--- src/rtl/jtpopeye_rom_pkg.sv ---
// Shared encodings for the ROM arbiter: FSM states, slot owners, default SDRAM offsets.
// No logic: constants plus the word-address helper.
// No handshake of its own.
package jtpopeye_rom_pkg;

    localparam logic [1:0] ST_IDLE     = 2'd0;
    localparam logic [1:0] ST_WAIT_ACK = 2'd1;
    localparam logic [1:0] ST_WAIT_RDY = 2'd2;

    localparam logic OWN_CPU = 1'b0;
    localparam logic OWN_OBJ = 1'b1;

    localparam logic [21:0] DEF_CPU_OFFSET = 22'h000000;
    localparam logic [21:0] DEF_OBJ_OFFSET = 22'h002000;

    // Region offset plus word address, wrapping at 2^22.
    function automatic logic [21:0] word_addr(input logic [21:0] offset, input logic [12:0] word);
        return offset + {9'd0, word};
    endfunction

endpackage

--- src/rtl/jtpopeye_rom_arb_if.sv ---
// SDRAM read-port bundle between the ROM arbiter (master) and the SDRAM controller (slave).
// Latency set by the controller; ack and rdy are single-cycle pulses.
// sdram_req/sdram_addr are held stable until sdram_ack.
interface jtpopeye_rom_arb_if;
    logic        sdram_req;
    logic [21:0] sdram_addr;
    logic        sdram_ack;
    logic        data_rdy;
    logic [31:0] data_read;

    modport master (output sdram_req, sdram_addr, input sdram_ack, data_rdy, data_read);
    modport slave  (input sdram_req, sdram_addr, output sdram_ack, data_rdy, data_read);
endinterface

--- src/rtl/jtpopeye_rom_slot.sv ---
// One-entry tag/data cache with combinational hit compare.
// Hit is visible the cycle after a fill; invalidate takes priority over fill.
// No backpressure: fill is accepted whenever asserted.
module jtpopeye_rom_slot #(
    parameter int AW = 13,
    parameter int DW = 32
) (
    input  logic          clk,
    input  logic          rst_n,
    input  logic          cs,
    input  logic [AW-1:0] addr,
    input  logic          inval,
    input  logic          fill,
    input  logic [AW-1:0] fill_tag,
    input  logic [DW-1:0] fill_data,
    output logic          hit,
    output logic [DW-1:0] data
);
    logic [AW-1:0] tag;
    logic          valid;

    always_ff @(posedge clk or negedge rst_n) begin
        if (!rst_n) begin
            tag   <= '0;
            data  <= '0;
            valid <= 1'b0;
        end else if (inval) begin
            valid <= 1'b0;
        end else if (fill) begin
            tag   <= fill_tag;
            data  <= fill_data;
            valid <= 1'b1;
        end
    end

    assign hit = cs && valid && (tag == addr);

endmodule

--- src/rtl/jtpopeye_rom_arb.sv ---
// Arbitrates CPU and object ROM misses onto one SDRAM read port, each backed by a one-word cache.
// Request issued 1 clk after a miss appears; *_ok rises the clk after data_rdy.
// sdram_req held until sdram_ack; new requests are blocked while downloading.
module jtpopeye_rom_arb
    import jtpopeye_rom_pkg::*;
#(
    parameter logic [21:0] CPU_OFFSET = DEF_CPU_OFFSET,
    parameter logic [21:0] OBJ_OFFSET = DEF_OBJ_OFFSET
) (
    input  logic                      clk,
    input  logic                      rst_n,
    input  logic                      downloading,
    input  logic                      cpu_cs,
    input  logic [14:0]               cpu_addr,
    output logic [7:0]                cpu_data,
    output logic                      cpu_ok,
    input  logic                      obj_cs,
    input  logic [12:0]               obj_addr,
    output logic [31:0]               obj_data,
    output logic                      obj_ok,
    jtpopeye_rom_arb_if.master        sdram
);
    logic [1:0]  state;
    logic        owner;
    logic        last_grant;
    logic [12:0] req_word;
    logic [31:0] cpu_word;
    logic        cpu_miss, obj_miss, pick_obj, done;

    assign cpu_miss = cpu_cs && !cpu_ok;
    assign obj_miss = obj_cs && !obj_ok;
    // Object fetch has priority, but the CPU gets the next slot after any object grant.
    assign pick_obj = obj_miss && !(last_grant == OWN_OBJ && cpu_miss);
    assign done     = (state == ST_WAIT_RDY && sdram.data_rdy) ||
                      (state == ST_WAIT_ACK && sdram.sdram_ack && sdram.data_rdy);

    jtpopeye_rom_slot #(.AW(13), .DW(32)) u_cpu_slot (
        .clk       (clk),
        .rst_n     (rst_n),
        .cs        (cpu_cs),
        .addr      (cpu_addr[14:2]),
        .inval     (downloading),
        .fill      (done && owner == OWN_CPU),
        .fill_tag  (req_word),
        .fill_data (sdram.data_read),
        .hit       (cpu_ok),
        .data      (cpu_word)
    );

    jtpopeye_rom_slot #(.AW(13), .DW(32)) u_obj_slot (
        .clk       (clk),
        .rst_n     (rst_n),
        .cs        (obj_cs),
        .addr      (obj_addr),
        .inval     (downloading),
        .fill      (done && owner == OWN_OBJ),
        .fill_tag  (req_word),
        .fill_data (sdram.data_read),
        .hit       (obj_ok),
        .data      (obj_data)
    );

    assign cpu_data = cpu_word[{cpu_addr[1:0], 3'b000} +: 8];

    always_ff @(posedge clk or negedge rst_n) begin
        if (!rst_n) begin
            state            <= ST_IDLE;
            owner            <= OWN_CPU;
            last_grant       <= OWN_CPU;
            req_word         <= '0;
            sdram.sdram_req  <= 1'b0;
            sdram.sdram_addr <= '0;
        end else begin
            case (state)
                ST_IDLE: begin
                    if (!downloading && (cpu_miss || obj_miss)) begin
                        owner            <= pick_obj ? OWN_OBJ : OWN_CPU;
                        last_grant       <= pick_obj ? OWN_OBJ : OWN_CPU;
                        req_word         <= pick_obj ? obj_addr : cpu_addr[14:2];
                        sdram.sdram_addr <= pick_obj ? word_addr(OBJ_OFFSET, obj_addr)
                                                     : word_addr(CPU_OFFSET, cpu_addr[14:2]);
                        sdram.sdram_req  <= 1'b1;
                        state            <= ST_WAIT_ACK;
                    end
                end
                ST_WAIT_ACK: begin
                    if (sdram.sdram_ack) begin
                        sdram.sdram_req <= 1'b0;
                        state           <= sdram.data_rdy ? ST_IDLE : ST_WAIT_RDY;
                    end
                end
                ST_WAIT_RDY: begin
                    if (sdram.data_rdy) state <= ST_IDLE;
                end
                default: begin
                    sdram.sdram_req <= 1'b0;
                    state           <= ST_IDLE;
                end
            endcase
        end
    end

endmodule

--- src/flat_wrapper.sv ---
// flat-port wrapper written by rule: the top's interface ports become plain ports
module jtpopeye_rom_arb_flat import jtpopeye_rom_pkg::*;
#(
    parameter logic [21:0] CPU_OFFSET = DEF_CPU_OFFSET,
    parameter logic [21:0] OBJ_OFFSET = DEF_OBJ_OFFSET
)
  (clk, rst_n, downloading, cpu_cs, cpu_addr, cpu_data, cpu_ok, obj_cs, obj_addr, obj_data, obj_ok, sdram_sdram_req, sdram_sdram_addr, sdram_sdram_ack, sdram_data_rdy, sdram_data_read);
  jtpopeye_rom_arb_if sdram_i ();
  input  logic clk;
  input  logic rst_n;
  input  logic downloading;
  input  logic cpu_cs;
  input  logic [14:0] cpu_addr;
  output logic [7:0] cpu_data;
  output logic cpu_ok;
  input  logic obj_cs;
  input  logic [12:0] obj_addr;
  output logic [31:0] obj_data;
  output logic obj_ok;
  output wire logic [$bits(sdram_i.sdram_req)-1:0] sdram_sdram_req;
  output wire logic [$bits(sdram_i.sdram_addr)-1:0] sdram_sdram_addr;
  input wire logic [$bits(sdram_i.sdram_ack)-1:0] sdram_sdram_ack;
  input wire logic [$bits(sdram_i.data_rdy)-1:0] sdram_data_rdy;
  input wire logic [$bits(sdram_i.data_read)-1:0] sdram_data_read;
  assign sdram_sdram_req = sdram_i.sdram_req;
  assign sdram_sdram_addr = sdram_i.sdram_addr;
  assign sdram_i.sdram_ack = sdram_sdram_ack;
  assign sdram_i.data_rdy = sdram_data_rdy;
  assign sdram_i.data_read = sdram_data_read;
  jtpopeye_rom_arb #(.CPU_OFFSET(CPU_OFFSET), .OBJ_OFFSET(OBJ_OFFSET)) u_core (.clk(clk), .rst_n(rst_n), .downloading(downloading), .cpu_cs(cpu_cs), .cpu_addr(cpu_addr), .cpu_data(cpu_data), .cpu_ok(cpu_ok), .obj_cs(obj_cs), .obj_addr(obj_addr), .obj_data(obj_data), .obj_ok(obj_ok), .sdram(sdram_i));
endmodule
--- config.mk ---
export PLATFORM = sky130hd
export DESIGN_NAME = jtpopeye_rom_arb_flat
export DESIGN_NICKNAME = d
export VERILOG_FILES = /design/src/rtl/jtpopeye_rom_pkg.sv /design/src/rtl/jtpopeye_rom_arb_if.sv /design/src/rtl/jtpopeye_rom_slot.sv /design/src/rtl/jtpopeye_rom_arb.sv /design/src/flat_wrapper.sv
export SDC_FILE = /design/constraint.sdc
export NUM_CORES = 1
export LEC_CHECK = 0
export BUFFER_PORTS_ARGS = -buffer_cell sky130_fd_sc_hd__clkbuf_2
export CAP_MARGIN = 25
export CORE_MARGIN = 3
export CORE_UTILIZATION = 40
export CTS_CLUSTER_DIAMETER = 100
export DETAILED_ROUTE_END_ITERATION = 8
export GPL_TIMING_DRIVEN = 0
export HOLD_SLACK_MARGIN = 0.05
export MAX_ROUTING_LAYER = met4
export PLACE_DENSITY = 0.73
export SYNTH_ARGS = -nofsm -noshare
export SYNTH_HDL_FRONTEND = slang
export SYNTH_SLANG_ARGS = --single-unit
--- constraint.sdc ---
create_clock -name clk -period 2.4 [get_ports clk]
set_input_delay 0.12 -clock clk [delete_from_list [all_inputs] [get_ports clk]]
set_output_delay 0.12 -clock clk [all_outputs]
set_load 0.005 [all_outputs]
==> results of run 1 <==
state kept, by name, summed over array words and instances (netlist names):
register and cells:
u_core.u_cpu_slot.valid 1, u_core.u_obj_slot.tag 13, u_core.sdram.sdram_req 1, u_core.u_obj_slot.valid 1, u_core.state 2, u_core.u_obj_slot.data 32
u_core.u_cpu_slot.tag 13, u_core.u_cpu_slot.data 32, u_core.sdram.sdram_addr 2, u_core.req_word 12
layout make-up:
type	instances	area, um2	share of cell area [%]
plain buffers	22	146.4	2.286
clock buffers	11	242.7	3.790
clock inverters	4	72.57	1.133
inverters	5	18.77	0.2930
multi-input cells	191	2051	32.02
flip-flops and latches	109	2728	42.59
well taps	143	178.9	2.794
repair buffers	157	967.2	15.10
cell usage in the layout (no fill, tap or decap), types with 3 or more instances in the layout:
cell	synthesis	layout
clkbuf_2	0	124
dfrtp_1	109	109
mux2_2	99	99
dlygate4sd3_1	0	33
mux2_4	17	17
xor2_1	13	13
xnor2_1	13	13
buf_4	10	13
clkbuf_16	0	9
mux4_2	8	8
conb_1	1	8
nor4_1	6	6
inv_1	5	5
nand2_1	4	4
nand4_1	4	4
clkbuf_4	0	3
nor2_1	3	3
a21o_1	3	3
kinds of logic (layout without fill, tap and decap cells):
group / count (synthesis) / count (layout) / synth area share (%)
muxes: 125 / 125 / 31.93
DFF: 109 / 109 / 55.81
buffers and inverters: 27 / 199 / 3.123
xor gates and xnor gates: 26 / 26 / 4.660
and+or+nand+nor: 24 / 24 / 3.200
AOI/OAI and AO/OA: 8 / 8 / 1.203
other: 1 / 8 / 0.07673
power groups by stage:
stage / registers (mW) / clock network [mW] / logic, mW
finish: 3.22 / 1.59 / 2.18
global route: 3.32 / 1.70 / 2.38
CTS: 3.22 / 1.62 / 2.18
detailed placement: 3.24 / 0 / 2.12
global placement: 3.18 / 0 / 2.06
floorplan: 3.13 / 0 / 1.31
through the flow:
step	power (mW)	hold WS (ps)	util (%)	cell area [um2]
global route	7.403	67.71	54.92	6405
floorplan	4.436	-175.6	-	4913
CTS	7.021	62.26	54.57	6364
finish	6.989	55.77	54.92	6405
global placement	5.247	284.8	48.86	5698
detailed placement	5.366	286.6	48.93	5707
routing by layer:
layer  global-route usage [%]  part of all wire [%]  vias to the layer above
li1                         -                     -                     1476
met1                    23.86                    43                     1645
met2                    29.67                    51                       82
met3                    2.591                   3.8                       21
met4                    8.104                   2.3                        0
met5                        -                     0                        -
worst max-delay path by stage:
stage | end | from
2_1_floorplan | u_core.req_word[3]$_DFFE_PN0P_ | u_core.u_cpu_slot.tag[4]$_DFFE_PN0P_
3_3_place_gp | u_core.u_cpu_slot.tag[0]$_DFFE_PN0P_ | rst_n
3_5_place_dp | u_core.req_word[8]$_DFFE_PN0P_ | u_core.u_obj_slot.tag[11]$_DFFE_PN0P_
4_1_cts | u_core.u_obj_slot.tag[3]$_DFFE_PN0P_ | u_core.state[0]$_DFFE_PN0P_
5_1_grt | u_core.u_obj_slot.data[8]$_DFFE_PN0P_ | u_core.state[0]$_DFFE_PN0P_
6_report | u_core.u_obj_slot.data[8]$_DFFE_PN0P_ | u_core.state[0]$_DFFE_PN0P_
timing repair:
item / 4_1_cts / 5_1_grt
pin swaps: 0 / 2
setup endpoints to repair: 20 / 63
setup buffers: 0 / 3
gates resized for setup: 3 / 8
hold endpoints to repair: 169 / 0
hold buffers: 33 / 0
worst reg2reg max path, cell delays in order, from the launching register on:
cell	delay, ps
dfrtp_1	440
inv_1	80
nor3b_1	180
a21oi_1	80
nor3b_1	230
nand2_1	400
clkbuf_2	410
mux2_2	350
==> results.md, run 1 <==
- DIE WIDTH: around 120 um
- Via Count: 3224
- Die Ht: between 100 and 150 um
- Min-delay src: sdram_data_read[5]
- Max-cap violations: 0
- Worst path cell trace: inv_1, nor3b_1, a21oi_1, nor3b_1, nand2_1, clkbuf_2, mux2_2
- Setup TNS: 0 ps
- Avg Cell Area, Syn: 15.27 um2
- CTS tree: yes
- Antenna violations before repair: 0
- Ports: ~130
- Comb power frac: a little under a third
- Pins Over Slew Limit: 0
- RR Startpoint: u_core.state[0]$_DFFE_PN0P_
- PwrDens: ~1100 nW/um2
- Layout area overhead: 31.05%
- Layout Cells excl Fill: roughly 640
- Cell with the most instances after synthesis: dfrtp_1
- Share of post-route cells with drive strength above 1: approximately 57%
- Worst Max-Slew Pin Slew: approximately 870 ps
- Critical path peak fanout: 10
- Number of synthesized flops with an enable pin: 0
- Setup slack after layout: ~120 ps
- Rows: 39
- Slowest stage cell on the critical path: dfrtp_1
- Largest net degree at the start of global routing: 110
- # H-tree levels: 3
- Sequential-to-total area share from yosys stat: between 50% and 60%
- Fill count: between 900 and 1k
- Clk root buf: clkbuf_16
- Internal power: ~5.0 mW
- Critical path startpoint category: flop
- CTS buffer count: 9
- Hold depth: 2
- Synth Register Bits: 109
- Synth area leaders: dfrtp_1, mux2_2, mux2_4, mux4_2, xnor2_1
- R2R Setup Slk: between 100 and 150 ps
- R2r endpoint: u_core.u_obj_slot.data[8]$_DFFE_PN0P_
- Worst-skew pair later-pin latency: between 300 and 400 ps
- Dominant synthesized flop cell: dfrtp_1
- Clock Tree Buf Depth: 2
- Hold Path End: u_core.u_obj_slot.data[5]$_DFFE_PN0P_
- Async S/R FF share, synth: 100.0%
- Final Setup Violations: 0
- Initial Utilization: 41.91%
- YS warnings: 0
- Antenna Cells: 0
- Commonest cells in the netlist: dfrtp_1, mux2_2, mux2_4, xnor2_1, xor2_1
- P_leak: between 3 and 4 nW
- Crit-path leading delay family: simple AND/OR/NAND/NOR gates
- Worst slew margin: about two fifths
- Clock Power Share: approximately 23%
- Fin crit share: 94.95%
- Most frequent CP cell: nor3b_1
- CP arrival: 2500 ps
- Crit. path cell count: 7
- FF-to-FF path depth: 7
- Die Area: between 10000 and 15000 um2
- Global-route usage over all layers: 18.60%
- Worst setup EP type: flop
- Placed cells: approximately 600
- Fmax: around 440 MHz
- GR Overflow Total: 0
- Seq pwr share: between 40% and 50%
- Mapped cell area: 4887 um2
- VDD IR-drop max: roughly 0.00048 V
- Hold Crit Class: primary input to flop
- Post-place setup slack: -182.6 ps
- Status: completed
- Synth unique cells: 29
- First-pass iteration count of the detailed router: 4
- Drt drc: 0
- Antenna Nets Post-Route: 0
- WL final: roughly 12000 um
- Vias in the first global route: between 3k and 4k
- Iter 0 DRT Violations: between 100 and 150
- Fin nets: between 500 and 600
- CTS sink cnt: 109
- Clock Skew: about 4.7 ps
- GPL Wtd Cong: roughly 0.82
- Crit path buf inv count: 2
- IO buf count: between 100 and 150
- Total core area: roughly 12000 um2
- Clk pin slew, worst setup/hold paths: 70 ps
- Net switching fraction of the power: approximately 29%
- Synthesized instance count: 320
- RSZ-0062 raised after global routing: true
- Share of the synthesized area in the top cell type: 55.81%
- Critical path required time: 2620 ps
- Post-detail-place hpwl: ~8400 um
- WS Path Type: flop to flop
- Delay of the slowest critical-path stage: 440 ps
- Mean routed wirelength per cell: between 15 and 20 um
- Cell taking the most area after synthesis: dfrtp_1
- Final min period: between 2000 and 2500 ps
- Vias per cell: 5.022
- Switch Pwr: 2.029 mW
- Final Hold Viols: 0
- First-pass GRT wire length: 18420 um
(Power assumes the default switching activity.)
==> run 2: changes to the inputs <==
- CORE_UTILIZATION: 40 -> 45
- PLACE_DENSITY: 0.73 -> 0.79
==> run 2 against run 1 <==
  * Largest cell class unchanged
  * Wire length is 0.57% higher
  * Count of clock-buffer cells in the layout stayed put
  * Sequential share of layout area is 0.39 points higher
  * Sequential power hardly changed
==> results.md, run 2 (synthesis results as in run 1) <==
- CP arrival: 2630 ps (+130 ps)
- Antenna Cells: 0 (unchanged)
- Final Hold Viols: 0 (unchanged)
- Initial Utilization: 46.71% (+4.8 points)
- DIE WIDTH: 110.2 um (-5.4%)
- FF-to-FF path depth: 8 (+1)
- Hold depth: 3 (+1)
- Crit path buf inv count: 2 (unchanged)
- Layout Cells excl Fill: 639 (-0.47%)
- Critical path peak fanout: 10 (unchanged)
- Die Ht: 110.2 um (-5.4%)
- Global-route usage over all layers: 20.82% (+2.2 points)
- CTS buffer count: 9 (unchanged)
- WS Path Type: flop to flop
- PwrDens: 1042 nW/um2 (-4.5%)
- Worst setup EP type: flop
- Die Area: 12150 um2 (-11%)
- Antenna Nets Post-Route: 0 (unchanged)
- Crit-path leading delay family: multiplexers
- Ports: 132 (unchanged)
- Final Setup Violations: 0 (unchanged)
- Most common cell after layout, fill and taps aside: clkbuf_2
- Fmax: 420.2 MHz (-4.2%)
- Layout area overhead: 29.85%
- GR Overflow Total: 0 (unchanged)
- CTS tree: yes
- Clk pin slew, worst setup/hold paths: 90 ps (+20 ps)
- Total power: 6.611 mW (-5.4%)
- Worst slew margin: 42.85% (+0.91 points)
- GPL Wtd Cong: 0.8550 (+3.7%)
- Status: completed
- # H-tree levels: 3 (unchanged)
- CTS sink cnt: 109 (unchanged)
- RSZ-0062 raised after global routing: false
- R2r endpoint: u_core.req_word[5]$_DFFE_PN0P_
- Iter 0 DRT Violations: 126 (+4.1%)
- Slowest stage cell on the critical path: dfrtp_1
- Hold Path End: u_core.state[0]$_DFFE_PN0P_
- Critical path startpoint category: flop
- Most frequent CP cell: mux2_4
- IO buf count: 121 (unchanged)
- Max-cap violations: 0 (unchanged)
- R2R Setup Slk: 20 ps (-100 ps)
- Vias in the first global route: 3504 (+2.3%)
- Most frequent cells in the layout: clkbuf_2, dfrtp_1, mux2_2, dlygate4sd3_1, mux2_4
- Worst-skew pair later-pin latency: 370 ps (+30 ps)
- Clock Skew: 12.23 ps (+7.580 ps)
- Final min period: 2380 ps (+101.0 ps)
- Clk root buf: clkbuf_8
- Critical path required time: 2650 ps (+30 ps)
- Worst Max-Slew Pin Slew: 857.2 ps (-13.68 ps)
- Fin nets: 566 (+0.71%)
- RR Startpoint: u_core.u_obj_slot.tag[12]$_DFFE_PN0P_
- Worst path cell trace: xor2_1, nor4_1, nand4_1, buf_4, o211ai_4, buf_8, mux2_4, mux2_4
- P_leak: 3.062 nW (-0.97%)
- Delay of the slowest critical-path stage: 400 ps (-40 ps)
- Share of post-route cells with drive strength above 1: 57.46% (+0.34 points)
- Min-delay src: sdram_sdram_ack
- Drt drc: 0 (unchanged)
- First-pass GRT wire length: 18350 um (-0.41%)
- Via Count: 3248 (+0.74%)
- Hold Crit Class: primary input to flop
- Fin crit share: 99.16% (+4.2 points)
- Pins Over Slew Limit: 0 (unchanged)
- Antenna violations before repair: 0 (unchanged)
- Largest net degree at the start of global routing: 110 (unchanged)
- Vias per cell: 5.083 (+1.2%)
- Clock Tree Buf Depth: 2 (unchanged)
- Post-detail-place hpwl: 8191 um (-1.9%)
- Leading registers by flop count: u_core.u_cpu_slot.data x32, u_core.u_obj_slot.data x32
- Total core area: 10460 um2 (-10%)
- Mean routed wirelength per cell: 18.61 um (+1.0%)
- Worst hold slack: 91.59 ps (+35.82 ps)
- VDD IR-drop max: 0.0004474 V (-6.0%)
- First-pass iteration count of the detailed router: 4 (unchanged)
- Rows: 37 (-5.1%)
- Placed cells: 584 (-1.2%)
- WL final: 11890 um (+0.57%)
==> run 2: cell count changes in the layout (fill, tap and decap cells not counted), sizes merged <==
cell | before | now
clkinvlp | 1 | 0
bufinv | 2 | 1
dlygate4sd3 | 33 | 35
clkinv | 1 | 2
inv | 5 | 6
buf | 17 | 19
==> run 2: report_power, final <==
group / internal (mW) / switching (mW) / total [mW]
sequential: 2.67 / 0.564 / 3.24
clock: 0.542 / 0.626 / 1.17
combinational: 1.35 / 0.854 / 2.21
total: 4.57 / 2.04 / 6.61
==> run 2: area by class of cell <==
class                   instances  area (um2)
inverters                       5       18.77
well taps                     136       170.2
multi-input cells             191        2071
flip-flops and latches        109        2728
repair buffers                161        1002
plain buffers                  22       148.9
clock buffers                  11       151.4
clock inverters                 4       56.30
fillers                       863        4116
==> run 2: through the flow <==
step	util [%]	area (um2)	TNS [ps]	setup WS [ps]
floorplan	-	4913	0	349.8
global placement	54.38	5689	-23790	-213.6
detailed placement	54.46	5698	-1640	-227.5
CTS	59.88	6265	0	25.31
global route	60.66	6346	0	8.930
finish	60.66	6346	0	20.24
==> run 2: timing repair <==
action | 4_1_cts | 5_1_grt
hold buffers | 35 | 0
pin swaps | 0 | 3
resized for setup | 1 | 13
endpoints found under the setup margin | 8 | 64
buffers inserted | 0 | 5
endpoints found under the hold margin | 175 | 0
==> run 2: worst register-to-register path: stages, from the launching register on <==
cell and delay [ps]:
dfrtp_1 400, xor2_1 190, nor4_1 370, nand4_1 190, buf_4 190, o211ai_4 130, buf_8 220, mux2_4 310
mux2_4 260
==> run 2: routing by layer <==
metal  vias up  wire length [um]  GRT usage, %
met3        25               508         3.494
met4         0               301         8.355
met2       105              5853         32.45
met5         -                 0             -
li1       1487                 -             -
met1      1631              5229         27.40
==> run 2: how the worst max path moves through the flow <==
stage | start | to | slack, ps | depth (start not counted)
6_report | u_core.u_obj_slot.tag[12]$_DFFE_PN0P_ | u_core.req_word[5]$_DFFE_PN0P_ | 20 | 8
5_1_grt | u_core.state[0]$_DFFE_PN0P_ | u_core.u_obj_slot.data[19]$_DFFE_PN0P_ | 9 | 7
4_1_cts | u_core.state[0]$_DFFE_PN0P_ | u_core.u_obj_slot.data[13]$_DFFE_PN0P_ | 30 | 7
3_5_place_dp | u_core.u_obj_slot.tag[10]$_DFFE_PN0P_ | u_core.req_word[9]$_DFFE_PN0P_ | -230 | 7
3_3_place_gp | rst_n | u_core.req_word[0]$_DFFE_PN0P_ | -210 | 1
2_1_floorplan | u_core.u_cpu_slot.tag[4]$_DFFE_PN0P_ | u_core.req_word[3]$_DFFE_PN0P_ | 350 | 7
